<file path="config.mk">
export PLATFORM = sky130hd
export DESIGN_NAME = sobel_frame_sequencer_flat
export DESIGN_NICKNAME = d
export VERILOG_FILES = /design/src/rtl/sobel_frame_sequencer_if.sv /design/src/rtl/sobel_frame_sequencer.sv /design/src/flat_wrapper.sv
export SDC_FILE = /design/constraint.sdc
export NUM_CORES = 1
export LEC_CHECK = 0
export ABC_AREA = 0
export BUFFER_PORTS_ARGS = -buffer_cell sky130_fd_sc_hd__buf_4
export CORE_ASPECT_RATIO = 1.25
export CORE_UTILIZATION = 55
export DETAILED_ROUTE_END_ITERATION = 7
export PLACE_DENSITY = 0.81
export SYNTH_ARGS = -nofsm -noshare
export SYNTH_HDL_FRONTEND = slang
export SYNTH_SLANG_ARGS = --single-unit
</file>
<file path="constraint.sdc">
create_clock -name clk_i -period 3.25 [get_ports clk_i]
set_input_delay 0.325 -clock clk_i [delete_from_list [all_inputs] [get_ports clk_i]]
set_output_delay 0.325 -clock clk_i [all_outputs]
set_load 0.03 [all_outputs]
</file>
<file path="src/rtl/sobel_frame_sequencer_if.sv">
// Handshake, memory-strobe and kernel-control bundle for sobel_frame_sequencer.
// The slave modport is the sequencer side. The master modport is the datapath/bench side.
interface sobel_frame_sequencer_if #(
  parameter int unsigned IMG_W = 8,
  parameter int unsigned IMG_H = 8
);
  localparam int unsigned AW = $clog2(IMG_W * IMG_H);
  localparam int unsigned CW = $clog2(IMG_W);
  localparam int unsigned RW = $clog2(IMG_H);

  logic          start_i;
  logic          abort_i;
  logic          mode_i;
  logic          in_valid_i;
  logic          in_ready_o;
  logic          img_wr_o;
  logic [AW-1:0] img_addr_o;
  logic          g_clr_o;
  logic          kernel_en_o;
  logic [RW-1:0] win_row_o;
  logic [CW-1:0] win_col_o;
  logic          kernel_done_i;
  logic          g_wr_o;
  logic [AW-1:0] g_addr_o;
  logic          out_sel_o;
  logic          out_valid_o;
  logic          out_ready_i;
  logic          out_last_o;
  logic          busy_o;
  logic          done_o;

  modport slave (
    input  start_i, abort_i, mode_i, in_valid_i, kernel_done_i, out_ready_i,
    output in_ready_o, img_wr_o, img_addr_o, g_clr_o, kernel_en_o, win_row_o,
           win_col_o, g_wr_o, g_addr_o, out_sel_o, out_valid_o, out_last_o,
           busy_o, done_o
  );

  modport master (
    output start_i, abort_i, mode_i, in_valid_i, kernel_done_i, out_ready_i,
    input  in_ready_o, img_wr_o, img_addr_o, g_clr_o, kernel_en_o, win_row_o,
           win_col_o, g_wr_o, g_addr_o, out_sel_o, out_valid_o, out_last_o,
           busy_o, done_o
  );
endinterface

</file>
<file path="src/rtl/sobel_frame_sequencer.sv">
// Frame sequencer for the Sobel datapath. Each accepted start request runs one
// sequence of clear, pixel load, 3x3 window walk and result drain.
module sobel_frame_sequencer #(
  parameter int unsigned IMG_W = 8,
  parameter int unsigned IMG_H = 8
) (
  input  logic                  clk_i,
  input  logic                  rst_i,
  sobel_frame_sequencer_if.slave sq_if
);
  localparam int unsigned AW = $clog2(IMG_W * IMG_H);
  localparam int unsigned CW = $clog2(IMG_W);
  localparam int unsigned RW = $clog2(IMG_H);

  localparam logic [AW-1:0] LAST_PIX = AW'(IMG_W * IMG_H - 1);
  localparam logic [AW-1:0] LAST_WIN = AW'((IMG_W - 2) * (IMG_H - 2) - 1);
  localparam logic [CW-1:0] LAST_COL = CW'(IMG_W - 3);
  localparam logic [RW-1:0] LAST_ROW = RW'(IMG_H - 3);

  typedef enum logic [2:0] {
    S_IDLE, S_CLEAR, S_LOAD, S_CALC, S_STORE, S_DRAIN
  } state_e;

  state_e        state_q;
  logic [AW-1:0] addr_q;   // load count in LOAD, read address in DRAIN
  logic [AW-1:0] win_q;    // running window index, row*(IMG_W-2)+col
  logic [RW-1:0] row_q;
  logic [CW-1:0] col_q;
  logic          mode_q;
  logic          start_q;
  logic          done_q;

  logic start_rise;
  logic drain_last;

  assign start_rise = sq_if.start_i && !start_q;
  assign drain_last = (addr_q == (mode_q ? LAST_PIX : LAST_WIN));

  always_ff @(posedge clk_i or negedge rst_i) begin
    if (!rst_i) begin
      state_q <= S_IDLE;
      addr_q  <= '0;
      win_q   <= '0;
      row_q   <= '0;
      col_q   <= '0;
      mode_q  <= 1'b0;
      start_q <= 1'b0;
      done_q  <= 1'b0;
    end else begin
      start_q <= sq_if.start_i;
      done_q  <= 1'b0;
      if (sq_if.abort_i) begin
        state_q <= S_IDLE;
        addr_q  <= '0;
        win_q   <= '0;
        row_q   <= '0;
        col_q   <= '0;
      end else begin
        case (state_q)
          // done_q still high means the FSM only just left DRAIN; such an edge belongs to that frame
          S_IDLE: begin
            if (start_rise && !done_q) begin
              state_q <= S_CLEAR;
              mode_q  <= sq_if.mode_i;
            end
          end
          S_CLEAR: begin
            addr_q  <= '0;
            win_q   <= '0;
            row_q   <= '0;
            col_q   <= '0;
            state_q <= S_LOAD;
          end
          S_LOAD: begin
            if (sq_if.in_valid_i) begin
              if (addr_q == LAST_PIX) begin
                addr_q  <= '0;
                state_q <= mode_q ? S_DRAIN : S_CALC;
              end else begin
                addr_q <= addr_q + 1'b1;
              end
            end
          end
          S_CALC: begin
            if (sq_if.kernel_done_i) state_q <= S_STORE;
          end
          S_STORE: begin
            if (col_q == LAST_COL) begin
              col_q <= '0;
              if (row_q == LAST_ROW) begin
                row_q   <= '0;
                win_q   <= '0;
                state_q <= S_DRAIN;
              end else begin
                row_q   <= row_q + 1'b1;
                win_q   <= win_q + 1'b1;
                state_q <= S_CALC;
              end
            end else begin
              col_q   <= col_q + 1'b1;
              win_q   <= win_q + 1'b1;
              state_q <= S_CALC;
            end
          end
          S_DRAIN: begin
            if (sq_if.out_ready_i) begin
              if (drain_last) begin
                addr_q  <= '0;
                state_q <= S_IDLE;
                done_q  <= 1'b1;
              end else begin
                addr_q <= addr_q + 1'b1;
              end
            end
          end
          default: state_q <= S_IDLE;
        endcase
      end
    end
  end

  always_comb begin
    sq_if.in_ready_o  = (state_q == S_LOAD);
    sq_if.img_wr_o    = (state_q == S_LOAD) && sq_if.in_valid_i;
    sq_if.img_addr_o  = '0;
    sq_if.g_addr_o    = '0;
    if (state_q == S_LOAD || (state_q == S_DRAIN && mode_q)) sq_if.img_addr_o = addr_q;
    if (state_q == S_STORE) sq_if.g_addr_o = win_q;
    else if (state_q == S_DRAIN && !mode_q) sq_if.g_addr_o = addr_q;
    sq_if.g_clr_o     = (state_q == S_CLEAR);
    sq_if.kernel_en_o = (state_q == S_CALC);
    sq_if.win_row_o   = row_q;
    sq_if.win_col_o   = col_q;
    sq_if.g_wr_o      = (state_q == S_STORE);
    sq_if.out_sel_o   = (state_q == S_DRAIN) && mode_q;
    sq_if.out_valid_o = (state_q == S_DRAIN);
    sq_if.out_last_o  = (state_q == S_DRAIN) && drain_last;
    sq_if.busy_o      = (state_q != S_IDLE);
    sq_if.done_o      = done_q;
  end
endmodule
</file>
<file path="src/flat_wrapper.sv">
// flat-port wrapper written by rule: the top's interface ports become plain ports
module sobel_frame_sequencer_flat 
#(
  parameter int unsigned IMG_W = 8,
  parameter int unsigned IMG_H = 8
)
  (clk_i, rst_i, sq_if_start_i, sq_if_abort_i, sq_if_mode_i, sq_if_in_valid_i, sq_if_kernel_done_i, sq_if_out_ready_i, sq_if_in_ready_o, sq_if_img_wr_o, sq_if_img_addr_o, sq_if_g_clr_o, sq_if_kernel_en_o, sq_if_win_row_o, sq_if_win_col_o, sq_if_g_wr_o, sq_if_g_addr_o, sq_if_out_sel_o, sq_if_out_valid_o, sq_if_out_last_o, sq_if_busy_o, sq_if_done_o);
  sobel_frame_sequencer_if #(.IMG_W(IMG_W), .IMG_H(IMG_H)) sq_if_i ();
  input  logic clk_i;
  input  logic rst_i;
  input wire logic [$bits(sq_if_i.start_i)-1:0] sq_if_start_i;
  input wire logic [$bits(sq_if_i.abort_i)-1:0] sq_if_abort_i;
  input wire logic [$bits(sq_if_i.mode_i)-1:0] sq_if_mode_i;
  input wire logic [$bits(sq_if_i.in_valid_i)-1:0] sq_if_in_valid_i;
  input wire logic [$bits(sq_if_i.kernel_done_i)-1:0] sq_if_kernel_done_i;
  input wire logic [$bits(sq_if_i.out_ready_i)-1:0] sq_if_out_ready_i;
  output wire logic [$bits(sq_if_i.in_ready_o)-1:0] sq_if_in_ready_o;
  output wire logic [$bits(sq_if_i.img_wr_o)-1:0] sq_if_img_wr_o;
  output wire logic [$bits(sq_if_i.img_addr_o)-1:0] sq_if_img_addr_o;
  output wire logic [$bits(sq_if_i.g_clr_o)-1:0] sq_if_g_clr_o;
  output wire logic [$bits(sq_if_i.kernel_en_o)-1:0] sq_if_kernel_en_o;
  output wire logic [$bits(sq_if_i.win_row_o)-1:0] sq_if_win_row_o;
  output wire logic [$bits(sq_if_i.win_col_o)-1:0] sq_if_win_col_o;
  output wire logic [$bits(sq_if_i.g_wr_o)-1:0] sq_if_g_wr_o;
  output wire logic [$bits(sq_if_i.g_addr_o)-1:0] sq_if_g_addr_o;
  output wire logic [$bits(sq_if_i.out_sel_o)-1:0] sq_if_out_sel_o;
  output wire logic [$bits(sq_if_i.out_valid_o)-1:0] sq_if_out_valid_o;
  output wire logic [$bits(sq_if_i.out_last_o)-1:0] sq_if_out_last_o;
  output wire logic [$bits(sq_if_i.busy_o)-1:0] sq_if_busy_o;
  output wire logic [$bits(sq_if_i.done_o)-1:0] sq_if_done_o;
  assign sq_if_i.start_i = sq_if_start_i;
  assign sq_if_i.abort_i = sq_if_abort_i;
  assign sq_if_i.mode_i = sq_if_mode_i;
  assign sq_if_i.in_valid_i = sq_if_in_valid_i;
  assign sq_if_i.kernel_done_i = sq_if_kernel_done_i;
  assign sq_if_i.out_ready_i = sq_if_out_ready_i;
  assign sq_if_in_ready_o = sq_if_i.in_ready_o;
  assign sq_if_img_wr_o = sq_if_i.img_wr_o;
  assign sq_if_img_addr_o = sq_if_i.img_addr_o;
  assign sq_if_g_clr_o = sq_if_i.g_clr_o;
  assign sq_if_kernel_en_o = sq_if_i.kernel_en_o;
  assign sq_if_win_row_o = sq_if_i.win_row_o;
  assign sq_if_win_col_o = sq_if_i.win_col_o;
  assign sq_if_g_wr_o = sq_if_i.g_wr_o;
  assign sq_if_g_addr_o = sq_if_i.g_addr_o;
  assign sq_if_out_sel_o = sq_if_i.out_sel_o;
  assign sq_if_out_valid_o = sq_if_i.out_valid_o;
  assign sq_if_out_last_o = sq_if_i.out_last_o;
  assign sq_if_busy_o = sq_if_i.busy_o;
  assign sq_if_done_o = sq_if_i.done_o;
  sobel_frame_sequencer #(.IMG_W(IMG_W), .IMG_H(IMG_H)) u_core (.clk_i(clk_i), .rst_i(rst_i), .sq_if(sq_if_i));
endmodule
</file>
==> metrics.txt, run 1 <==
core area=0.00265 mm2; routed wire length=3.56 mm; DIE AREA=0.00299 mm2; Post-layout nets=221; TritonCTS Buffers=3; CP Cell Sequence=nand3b_2 -> o21ai_0 -> and2_1 -> buf_4; YS warnings=0; PwrDens=534 mW/mm2; Starting DRT DRC Count=39; Top-Level Pins=36; maximum VDD drop=378 uV; largest net degree at the start of global routing=25; Post-route DRC=0; H-tree lvl count=1; Port Buffers=35; Setup Viol. Count Final=0; initial antenna violation count=0; CP max stage cell=dfrtp_1; Max Slew Vio Count=0; total clock sinks=24; post-route ant nets=0; share of cells above drive strength 1=0.229; GP Congestion=0.909; Initial Util=0.576; post-synthesis cell count=175; Clk pin slew, worst setup/hold paths=120 ps; CTS Root Cell=clkbuf_4; router iterations before antenna repair=4; synthesis-to-layout area growth=22.3%; crit path launch=u_core.state_q[0]; Yosys cell types=47; worst-path fanout max=13; Sequential Area=601 um2; first-pass GRT wire length=5.72 mm; #FFs+latches synth=24; Setup CP Type=reg -> out; Worst setup EP type=output pin; register area share after synthesis=0.393; Vias per Instance=5.73; Layout Cells excl Fill=244; die width=49.1 um; vias after detailed routing=1397; Setup Fix Bufs, Post-CTS=0; hold crit path type=in -> reg; Hold Startpoint=sq_if_start_i; minimum clock period=2330 ps; multi-input logic area=855 um2; Syn Nets=185; worst skew pair latency=310 ps; max incr delay on CP=650 ps; cts-stage hold buffer count=1; Filler cells=218; RSZ-0062 raised after global routing=no; Final TNS setup=0 ps; HPWL reported at the end of detailed placement=2.67 mm; clock tree buffer depth=2; row count=21; period utilisation layout=0.716; post-CTS resize count=0; status=completed; Critical Path Source Type=flop; reg-to-reg startpoint=u_core.state_q[0]; Antenna Cells=0; WP data required=2920 ps; DR WL/cell=14.6 um; max_cap viols=0; Final Skew=10.6 ps; final hold violation count=0; Avg Cell Area, Syn=8.73 um2; fmax=430 MHz; Total GRT Usage=0.249; CP arrival=2000 ps; CTS tree=done; Worst Max-Slew Pin Slew=685 ps; vias in the first global route=1288; dpl cells=239; Congestion Overflow GR=0; LEAKAGE=0.872 nW; height of the die=60.9 um; Synth Cell Area=0.00153 mm2; Worst slew margin=0.538
## critical path, delay by kind of cell (launching register included)
| kind | cells | cell delay [ps] |
|---|---|---|
| AOI/OAI and AO/OA | 1 | 430 |
| buffers and inverters | 1 | 160 |
| and+or+nand+nor | 2 | 460 |
| DFF | 1 | 650 |
## layer usage
layer  vias up  wire, um  global-route usage  share of wire
li1        698         -                   -              -
met1       661      1510               0.293           0.42
met2        36      1890               0.470           0.53
met3         2       132              0.0301          0.037
met4         0        20              0.0840         0.0056
met5         -         0                   0              0
## state kept, by name (all words and copies together), names as in the netlist
name and flops:
u_core.sq_if.win_row_o 3, u_core.sq_if.win_col_o 3, u_core.mode_q 1, u_core.sq_if.done_o 1
u_core.addr_q 6, u_core.state_q 3, u_core.start_q 1, u_core.win_q 6
## final cells by class
| class | count | share of cell area |
|---|---|---|
| clock buffer | 3 | 0.0121 |
| inverter | 10 | 0.0201 |
| sequential | 24 | 0.322 |
| timing repair buffer | 37 | 0.150 |
| multi-input combinational | 135 | 0.457 |
| tap | 34 | 0.0228 |
| clock inverter | 1 | 0.0161 |
## cell families after synthesis
family          share of synthesized area
simple gates                        0.260
fa+ha+maj                          0.0164
mux                                0.0410
buf+inv                            0.0475
flops                               0.393
xor+xnor                          0.00573
compound gates                      0.237
## worst paths after layout
| kind | to | slack (ps) | cells after the start |
|---|---|---|---|
| setup / recovery | sq_if_img_addr_o[2] | 920 | 4 |
| hold / removal | u_core.start_q | 140 | 1 |
| setup reg to reg | u_core.sq_if.win_row_o[1] | 1250 | 5 |
| hold reg to reg | u_core.win_q[4] | 520 | 1 |
| max in group asynchronous | u_core.mode_q | 2570 | 2 |
| min in group asynchronous | u_core.addr_q[4] | 430 | 2 |
## Yosys cell counts, drive strengths merged
cell type  instances  share of area
nand4              2         0.0082
dfrtp             24           0.39
a21oi              9          0.032
nor4b              1         0.0057
o32ai              1         0.0057
o22ai              2         0.0082
o311ai             1          0.011
nor2b              5          0.020
o21ai             23          0.075
mux2               2          0.015
and3               1         0.0041
ha                 2          0.016
xor2               1         0.0057
a32o               1         0.0066
clkbuf             3         0.0074
a211oi             1         0.0049
nor3               2         0.0066
o311a              1         0.0066
nor3b              3          0.025
nand2b             1         0.0041
nand3              7          0.023
or3                1         0.0041
buf                3          0.016
a31oi              1         0.0041
a211o              1         0.0057
or4                1         0.0049
nor2              12          0.031
o31ai              2         0.0098
a22o               9          0.052
nand2             20          0.054
inv               10          0.025
o21a               1         0.0049
a2bb2oi            1         0.0057
and2              11          0.045
o21bai             1         0.0049
mux2i              4          0.026
and3b              1         0.0057
nand3b             3          0.017
## report_power, final
group / internal, mW / switching, mW / total (mW)
clock network: 0.125 / 0.0880 / 0.213
registers: 0.324 / 0.0673 / 0.391
logic: 0.153 / 0.241 / 0.395
## layout by cell type (no fill, tap or decap), drive strengths merged, types with 4 or more instances in the layout
| cell | count |
|---|---|
| buf | 36 |
| a22o | 9 |
| and2 | 11 |
| mux2i | 4 |
| nand2 | 20 |
| nor2 | 12 |
| o21ai | 23 |
| a21oi | 9 |
| inv | 10 |
| dfrtp | 24 |
| nand3 | 7 |
| nor2b | 5 |
## per-stage QoR
stage           util  power, mW  hold WS [ps]  instance area (um2)  worst slack, ps
6_report       0.704      0.998           135                 1870              922
5_1_grt        0.704       1.06          98.3                 1870              715
4_1_cts        0.704       1.00           119                 1870              923
3_5_place_dp   0.680      0.783           241                 1810             1290
3_3_place_gp   0.680      0.772           240                 1810             1330
2_1_floorplan      -      0.680          29.4                 1530             1410
Power figures use the tool's default switching activity.
==> run 2, diff against run 1 <==
--- a/config.mk
+++ b/config.mk
@@ -8,9 +8,9 @@
 export ABC_AREA = 0
 export BUFFER_PORTS_ARGS = -buffer_cell sky130_fd_sc_hd__buf_4
 export CORE_ASPECT_RATIO = 1.25
-export CORE_UTILIZATION = 55
+export CORE_UTILIZATION = 48
 export DETAILED_ROUTE_END_ITERATION = 7
-export PLACE_DENSITY = 0.81
+export PLACE_DENSITY = 0.75
 export SYNTH_ARGS = -nofsm -noshare
 export SYNTH_HDL_FRONTEND = slang
 export SYNTH_SLANG_ARGS = --single-unit
==> constraint.sdc (replaced) <==
create_clock -name clk_i -period 1.9 [get_ports clk_i]
set_input_delay 0.19 -clock clk_i [delete_from_list [all_inputs] [get_ports clk_i]]
set_output_delay 0.19 -clock clk_i [all_outputs]
set_load 0.03 [all_outputs]
==> run 2 against run 1 <==
- power increased by 97%
- worst hold slack worse by 54 ps
- critical path depth is the same
- sequential share of layout area shrank 3.3 points
- critical endpoint is now sq_if_out_last_o
- register-to-register slack got worse by 1200 ps
- final cell count is 9.8% higher
- core utilization is 0.19 points higher
- sequential cell count is the same
- sequential power grew 64%
- via count increased by 13%
- non-clock buffer count increased by 22
==> metrics.txt, run 2 (synthesized netlist as in run 1, its figures left out) <==
status=completed (unchanged); Post-layout nets=243 (was 221); Pwr Total=1.96 mW (was 0.998 mW); GP Congestion=0.873 (was 0.909); top flop regs=u_core.addr_q (6), u_core.win_q (6) (unchanged); vias after detailed routing=1572 (was 1397); TritonCTS Buffers=3 (unchanged); CP Cell Sequence=or4_1 -> a21oi_2 -> and2_4 -> buf_6 (was nand3b_2 -> o21ai_0 -> and2_1 -> buf_4); Setup Viol. Count Final=0 (unchanged); Final TNS setup=0 ps (unchanged); Starting DRT DRC Count=94 (was 39); row count=22 (was 21); Setup CP Type=reg -> out (unchanged); Worst Max-Slew Pin Slew=482 ps (was 685 ps); commonest cells after routing, fill and taps aside=54 x buf_4, 20 x o21ai_0, 20 x dfrtp_1 (was 36 x buf_4, 24 x dfrtp_1, 23 x o21ai_0); first-pass GRT wire length=6.80 mm (was 5.72 mm); Top-Level Pins=36 (unchanged); Worst setup EP type=output pin (unchanged); Post-route DRC=0 (unchanged); post-route ant nets=0 (unchanged); synthesis-to-layout area growth=37.3% (was 22.3%); CP top delay family=simple AND/OR/NAND/NOR gates (was flip-flops); Final WS setup=10.2 ps (was 922 ps); largest net degree at the start of global routing=25 (unchanged); worst-path fanout max=2 (was 13); maximum VDD drop=655 uV (was 378 uV); Max Slew Vio Count=0 (unchanged); Antenna Cells=0 (unchanged); routed wire length=4.38 mm (was 3.56 mm); CP arrival=1700 ps (was 2000 ps); R2R setup slack=50 ps (was 1250 ps); final hold violation count=0 (unchanged); dpl cell area=0.00189 mm2 (was 0.00181 mm2); CP max stage cell=or4_1 (was dfrtp_1); height of the die=65.1 um (was 60.9 um); hold crit path type=in -> reg (unchanged); Setup WS pre-CTS=36.4 ps (was 1290 ps); RSZ-0062 raised after global routing=yes (was no); met1 GRT Util=0.338 (was 0.293); CTS Root Cell=clkbuf_4 (unchanged); max incr delay on CP=540 ps (was 650 ps); fin area=0.00210 mm2 (was 0.00187 mm2); Top Usage Layer GRT=met2 (unchanged); HPWL reported at the end of detailed placement=3.07 mm (was 2.67 mm); CTS tree=done (unchanged); die width=52.5 um (was 49.1 um); initial antenna violation count=0 (unchanged); minimum clock period=1890 ps; Final Skew=4.58 ps (was 10.6 ps); Initial Util=0.514 (was 0.576); Clk pin slew, worst setup/hold paths=150 ps (was 120 ps); Total GRT Usage=0.270 (was 0.249); commonest non-fill, non-tap cell in the layout=buf_4 (unchanged); total clock sinks=24 (unchanged); vias in the first global route=1524 (was 1288); grt met2 use=0.443 (was 0.470); Worst slew margin=0.678 (was 0.538); fmax=529 MHz; share of cells above drive strength 1=0.353 (was 0.229); H-tree lvl count=1 (unchanged); worst path bufs/invs=1 (unchanged); GR Layer Usage met3=0.0376 (was 0.0301); router iterations before antenna repair=4 (unchanged); Port Buffers=35 (unchanged); Critical Path Source Type=flop (unchanged); LEAKAGE=1.01 nW (was 0.872 nW); Vias per Instance=5.87 (was 5.73); DIE AREA=0.00341 mm2 (was 0.00299 mm2); max_cap viols=0 (unchanged); DR WL/cell=16.4 um (was 14.6 um); worst skew pair latency=320 ps (was 310 ps); period utilisation layout=0.995; Congestion Overflow GR=0 (unchanged); WP data required=1710 ps (was 2920 ps); core area=0.00297 mm2 (was 0.00265 mm2); clock tree buffer depth=2 (unchanged); PwrDens=935 mW/mm2 (was 534 mW/mm2)
[run 2: cell count changes in the layout (fill, tap and decap cells not counted), sizes merged]
cell and change:
dlygate4sd3 +1, buf +20, clkbuf +1
[run 2: what timing repair did]
item                                    in CTS  in global routing
hold endpoints to repair                    25                  0
pin swaps                                    1                  1
endpoints found under the setup margin      13                 20
setup buffers                                1                  9
resized for setup                            8                 13
hold buffers                                 2                  0
[run 2: final timing paths]
check,start,endpoint,cells after the start
hold reg to reg,u_core.win_q[4],u_core.win_q[4],1
min in group asynchronous,rst_i,u_core.sq_if.win_row_o[2],2
hold / removal,sq_if_abort_i,u_core.state_q[2],2
setup reg to reg,u_core.mode_q,u_core.addr_q[2],7
setup / recovery,u_core.mode_q,sq_if_out_last_o,4
max in group asynchronous,rst_i,u_core.addr_q[0],2
[run 2: per-layer routing]
layer | up-vias | share of wire
li1 | 742 | -
met1 | 750 | 0.42
met2 | 69 | 0.51
met3 | 11 | 0.050
met4 | 0 | 0.020
met5 | - | 0
[run 2: layout make-up]
cell class / instances / area, um2
multi-input cells: 135 / 905
fillers: 218 / 875
flip-flops and latches: 24 / 606
repair buffers: 59 / 453
well taps: 36 / 45.0
inverters: 10 / 37.5
clock inverters: 1 / 30.0
clock buffers: 3 / 22.5
[run 2: metrics by stage]
step | hold slack (ps) | utilization | instances
final | 80.9 | 0.706 | 268
after global routing | 62.8 | 0.706 | 268
after CTS | 80.3 | 0.670 | 259
after detailed placement | 110 | 0.636 | 252
after global placement | 103 | 0.636 | 252
after floorplan | -106 | - | 175
[run 2: worst register-to-register path, cell delays in order, from the launching register on]
cell,delay [ps]
dfrtp_1,410
or4_1,540
a21oi_2,150
buf_4,140
o32ai_1,80
buf_4,150
a21oi_1,150
o22ai_1,120
[run 2: power breakdown]
group	switching, mW	internal, mW	leakage [nW]
registers	0.0796	0.560	0.323
clock network	0.168	0.213	0.0279
logic	0.537	0.405	0.660
total	0.785	1.18	1.01
==> run 3, diff against run 2 <==
--- a/config.mk
+++ b/config.mk
@@ -8,9 +8,10 @@
 export ABC_AREA = 0
 export BUFFER_PORTS_ARGS = -buffer_cell sky130_fd_sc_hd__buf_4
 export CORE_ASPECT_RATIO = 1.25
-export CORE_UTILIZATION = 48
+export CORE_UTILIZATION = 55
 export DETAILED_ROUTE_END_ITERATION = 7
-export PLACE_DENSITY = 0.75
+export GPL_TIMING_DRIVEN = 0
+export PLACE_DENSITY = 0.81
 export SYNTH_ARGS = -nofsm -noshare
 export SYNTH_HDL_FRONTEND = slang
 export SYNTH_SLANG_ARGS = --single-unit
==> constraint.sdc (replaced) <==
create_clock -name clk_i -period 2.4 [get_ports clk_i]
set_input_delay 0.24 -clock clk_i [delete_from_list [all_inputs] [get_ports clk_i]]
set_output_delay 0.24 -clock clk_i [all_outputs]
set_load 0.03 [all_outputs]
==> run 3 against run 2 <==
- design area fell by 10%
- via count fell by 5.9%
- non-clock buffer count fell by 18
- largest cell class unchanged
- sequential share of layout area rose by 2.9 points
- critical path depth did not move
- combinational power fell by 36%
- highest routed layer unchanged
==> metrics.txt, run 3 (synthesized netlist as in run 1, its figures left out) <==
maximum VDD drop=563 uV (was 655 uV); status=completed (unchanged); Util after Layout=0.711 (was 0.706); logic gate share of total power=0.433 (was 0.480); H-tree lvl count=1 (unchanged); vias after detailed routing=1479 (was 1572); first-pass GRT wire length=5.68 mm (was 6.80 mm); router iterations before antenna repair=5 (was 4); Max Slew Vio Count=0 (unchanged); LEAKAGE=0.882 nW (was 1.01 nW); GP Congestion=0.881 (was 0.873); Layout Cells excl Fill=248 (was 268); Vias per Instance=5.96 (was 5.87); Post-layout nets=225 (was 243); Antenna Cells=0 (unchanged); final hold violation count=0 (unchanged); commonest cells after routing, fill and taps aside=35 x buf_4, 24 x dfrtp_1, 22 x o21ai_0 (was 54 x buf_4, 20 x o21ai_0, 20 x dfrtp_1); share of cells above drive strength 1=0.229 (was 0.353); Post-route DRC=0 (unchanged); Starting DRT DRC Count=30 (was 94); die width=49.1 um (was 52.5 um); Critical Path Source Type=flop (unchanged); R2R depth=5 (was 7); Clk pin slew, worst setup/hold paths=130 ps (was 150 ps); fin area=0.00189 mm2 (was 0.00210 mm2); HPWL reported at the end of detailed placement=2.70 mm (was 3.07 mm); row count=21 (was 22); minimum clock period=2250 ps; Final Skew=6.76 ps (was 4.58 ps); post-route ant nets=0 (unchanged); height of the die=60.9 um (was 65.1 um); reg-to-reg startpoint=u_core.addr_q[4] (was u_core.mode_q); Worst R2R End=u_core.state_q[2] (was u_core.addr_q[2]); worst skew pair latency=320 ps (about the same); hold crit path type=in -> reg (unchanged); crit path launch=u_core.addr_q[4] (was u_core.mode_q); dpl cell area=0.00183 mm2 (was 0.00189 mm2); Setup WS pre-CTS=469 ps (was 36.4 ps); synthesis-to-layout area growth=23.6% (was 37.3%); R2R setup slack=480 ps (was 50 ps); Port Buffers=34 (was 35); Top-Level Pins=36 (unchanged); Filler cells=221 (was 218); DIE AREA=0.00299 mm2 (was 0.00341 mm2); Worst setup EP type=output pin (unchanged); Setup Viol. Count Final=0 (unchanged); RSZ-0062 raised after global routing=no (was yes); initial antenna violation count=0 (unchanged); CTS tree=done (unchanged); sw power=0.555 mW (was 0.785 mW); CP arrival=2010 ps (was 1700 ps); max_cap viols=0 (unchanged); clock power share=0.214 (was 0.194); Final WS setup=153 ps (was 10.2 ps); Setup CP Type=reg -> out (unchanged); Final TNS setup=0 ps (unchanged); PwrDens=735 mW/mm2 (was 935 mW/mm2); Worst Max-Slew Pin Slew=755 ps (was 482 ps); WHS Endpoint=u_core.start_q (was u_core.state_q[2]); routed wire length=3.60 mm (was 4.38 mm); multi-input logic area=855 um2 (was 905 um2); Congestion Overflow GR=0 (unchanged); sw frac=0.400 (about the same); core area=0.00265 mm2 (was 0.00297 mm2); Power Internal=0.833 mW (was 1.18 mW); vias in the first global route=1350 (was 1524); period utilisation layout=0.936; DR WL/cell=14.5 um (was 16.4 um); top flop regs=u_core.addr_q (6), u_core.win_q (6) (unchanged); Worst slew margin=0.491 (was 0.678); dpl cells=243 (was 252); Total GRT Usage=0.250 (was 0.270); clock tree buffer depth=2 (unchanged); commonest non-fill, non-tap cell in the layout=buf_4 (unchanged); Initial Util=0.576 (was 0.514); worst-path fanout max=8 (was 2); Hold Startpoint=sq_if_start_i (was sq_if_abort_i); WP data required=2160 ps (was 1710 ps); register share of total power=0.353 (was 0.326); Hold Crit Depth=1 (was 2); total clock sinks=24 (unchanged); largest net degree at the start of global routing=25 (unchanged); Sequential Area=601 um2 (was 606 um2); fmax=445 MHz; CTS Root Cell=clkbuf_4 (unchanged); TritonCTS Buffers=3 (unchanged)
[run 3: layout make-up]
type | instances | area share
clock inverters | 1 | 0.0159
well taps | 34 | 0.0225
repair buffers | 35 | 0.140
clock buffers | 3 | 0.0119
inverters | 10 | 0.0199
multi-input cells | 135 | 0.453
plain buffers | 6 | 0.0186
flip-flops and latches | 24 | 0.318
[run 3: critical path: stages (launching register included)]
cell	delay (ps)
dfrtp_1	490
or4_1	550
a21oi_2	300
and2_1	190
buf_4	160
[run 3: worst max-delay path by stage]
stage	slack (ps)	depth (start not counted)	endpoint
global placement	520	5	u_core.addr_q[2]
CTS	100	5	sq_if_img_addr_o[3]
global route	70	5	sq_if_img_addr_o[3]
floorplan	560	6	u_core.sq_if.win_row_o[1]
finish	150	4	sq_if_out_last_o
detailed placement	470	5	sq_if_img_addr_o[3]
[run 3: what timing repair did]
item	4_1_cts	5_1_grt
hold endpoints to repair	24	0
setup endpoints to repair	0	6
hold buffers	1	0
setup buffers	0	0
resized for setup	0	1
[run 3: routing by layer]
layer	global-route usage	vias up	part of all wire	wire (um)
met2	0.499	46	0.54	1960
met1	0.269	716	0.39	1410
met5	0	-	0	0
li1	-	711	-	-
met4	0.0798	0	0.015	53
met3	0.0376	6	0.048	171
[run 3: power by group through the flow]
stage                     clock, mW  combinational, mW  sequential, mW
after floorplan                   0              0.432           0.489
after global placement            0              0.573           0.495
after detailed placement          0              0.589           0.497
after CTS                     0.301              0.599           0.489
after global routing          0.314              0.653           0.497
final                         0.297              0.601           0.490
[run 3: through the flow]
| step | power (mW) | hold WS [ps] |
|---|---|---|
| floorplan | 0.922 | -55.6 |
| global placement | 1.07 | 153 |
| CTS | 1.39 | 18.6 |
| detailed placement | 1.09 | 159 |
| global route | 1.46 | 14.7 |
| finish | 1.39 | 20.9 |
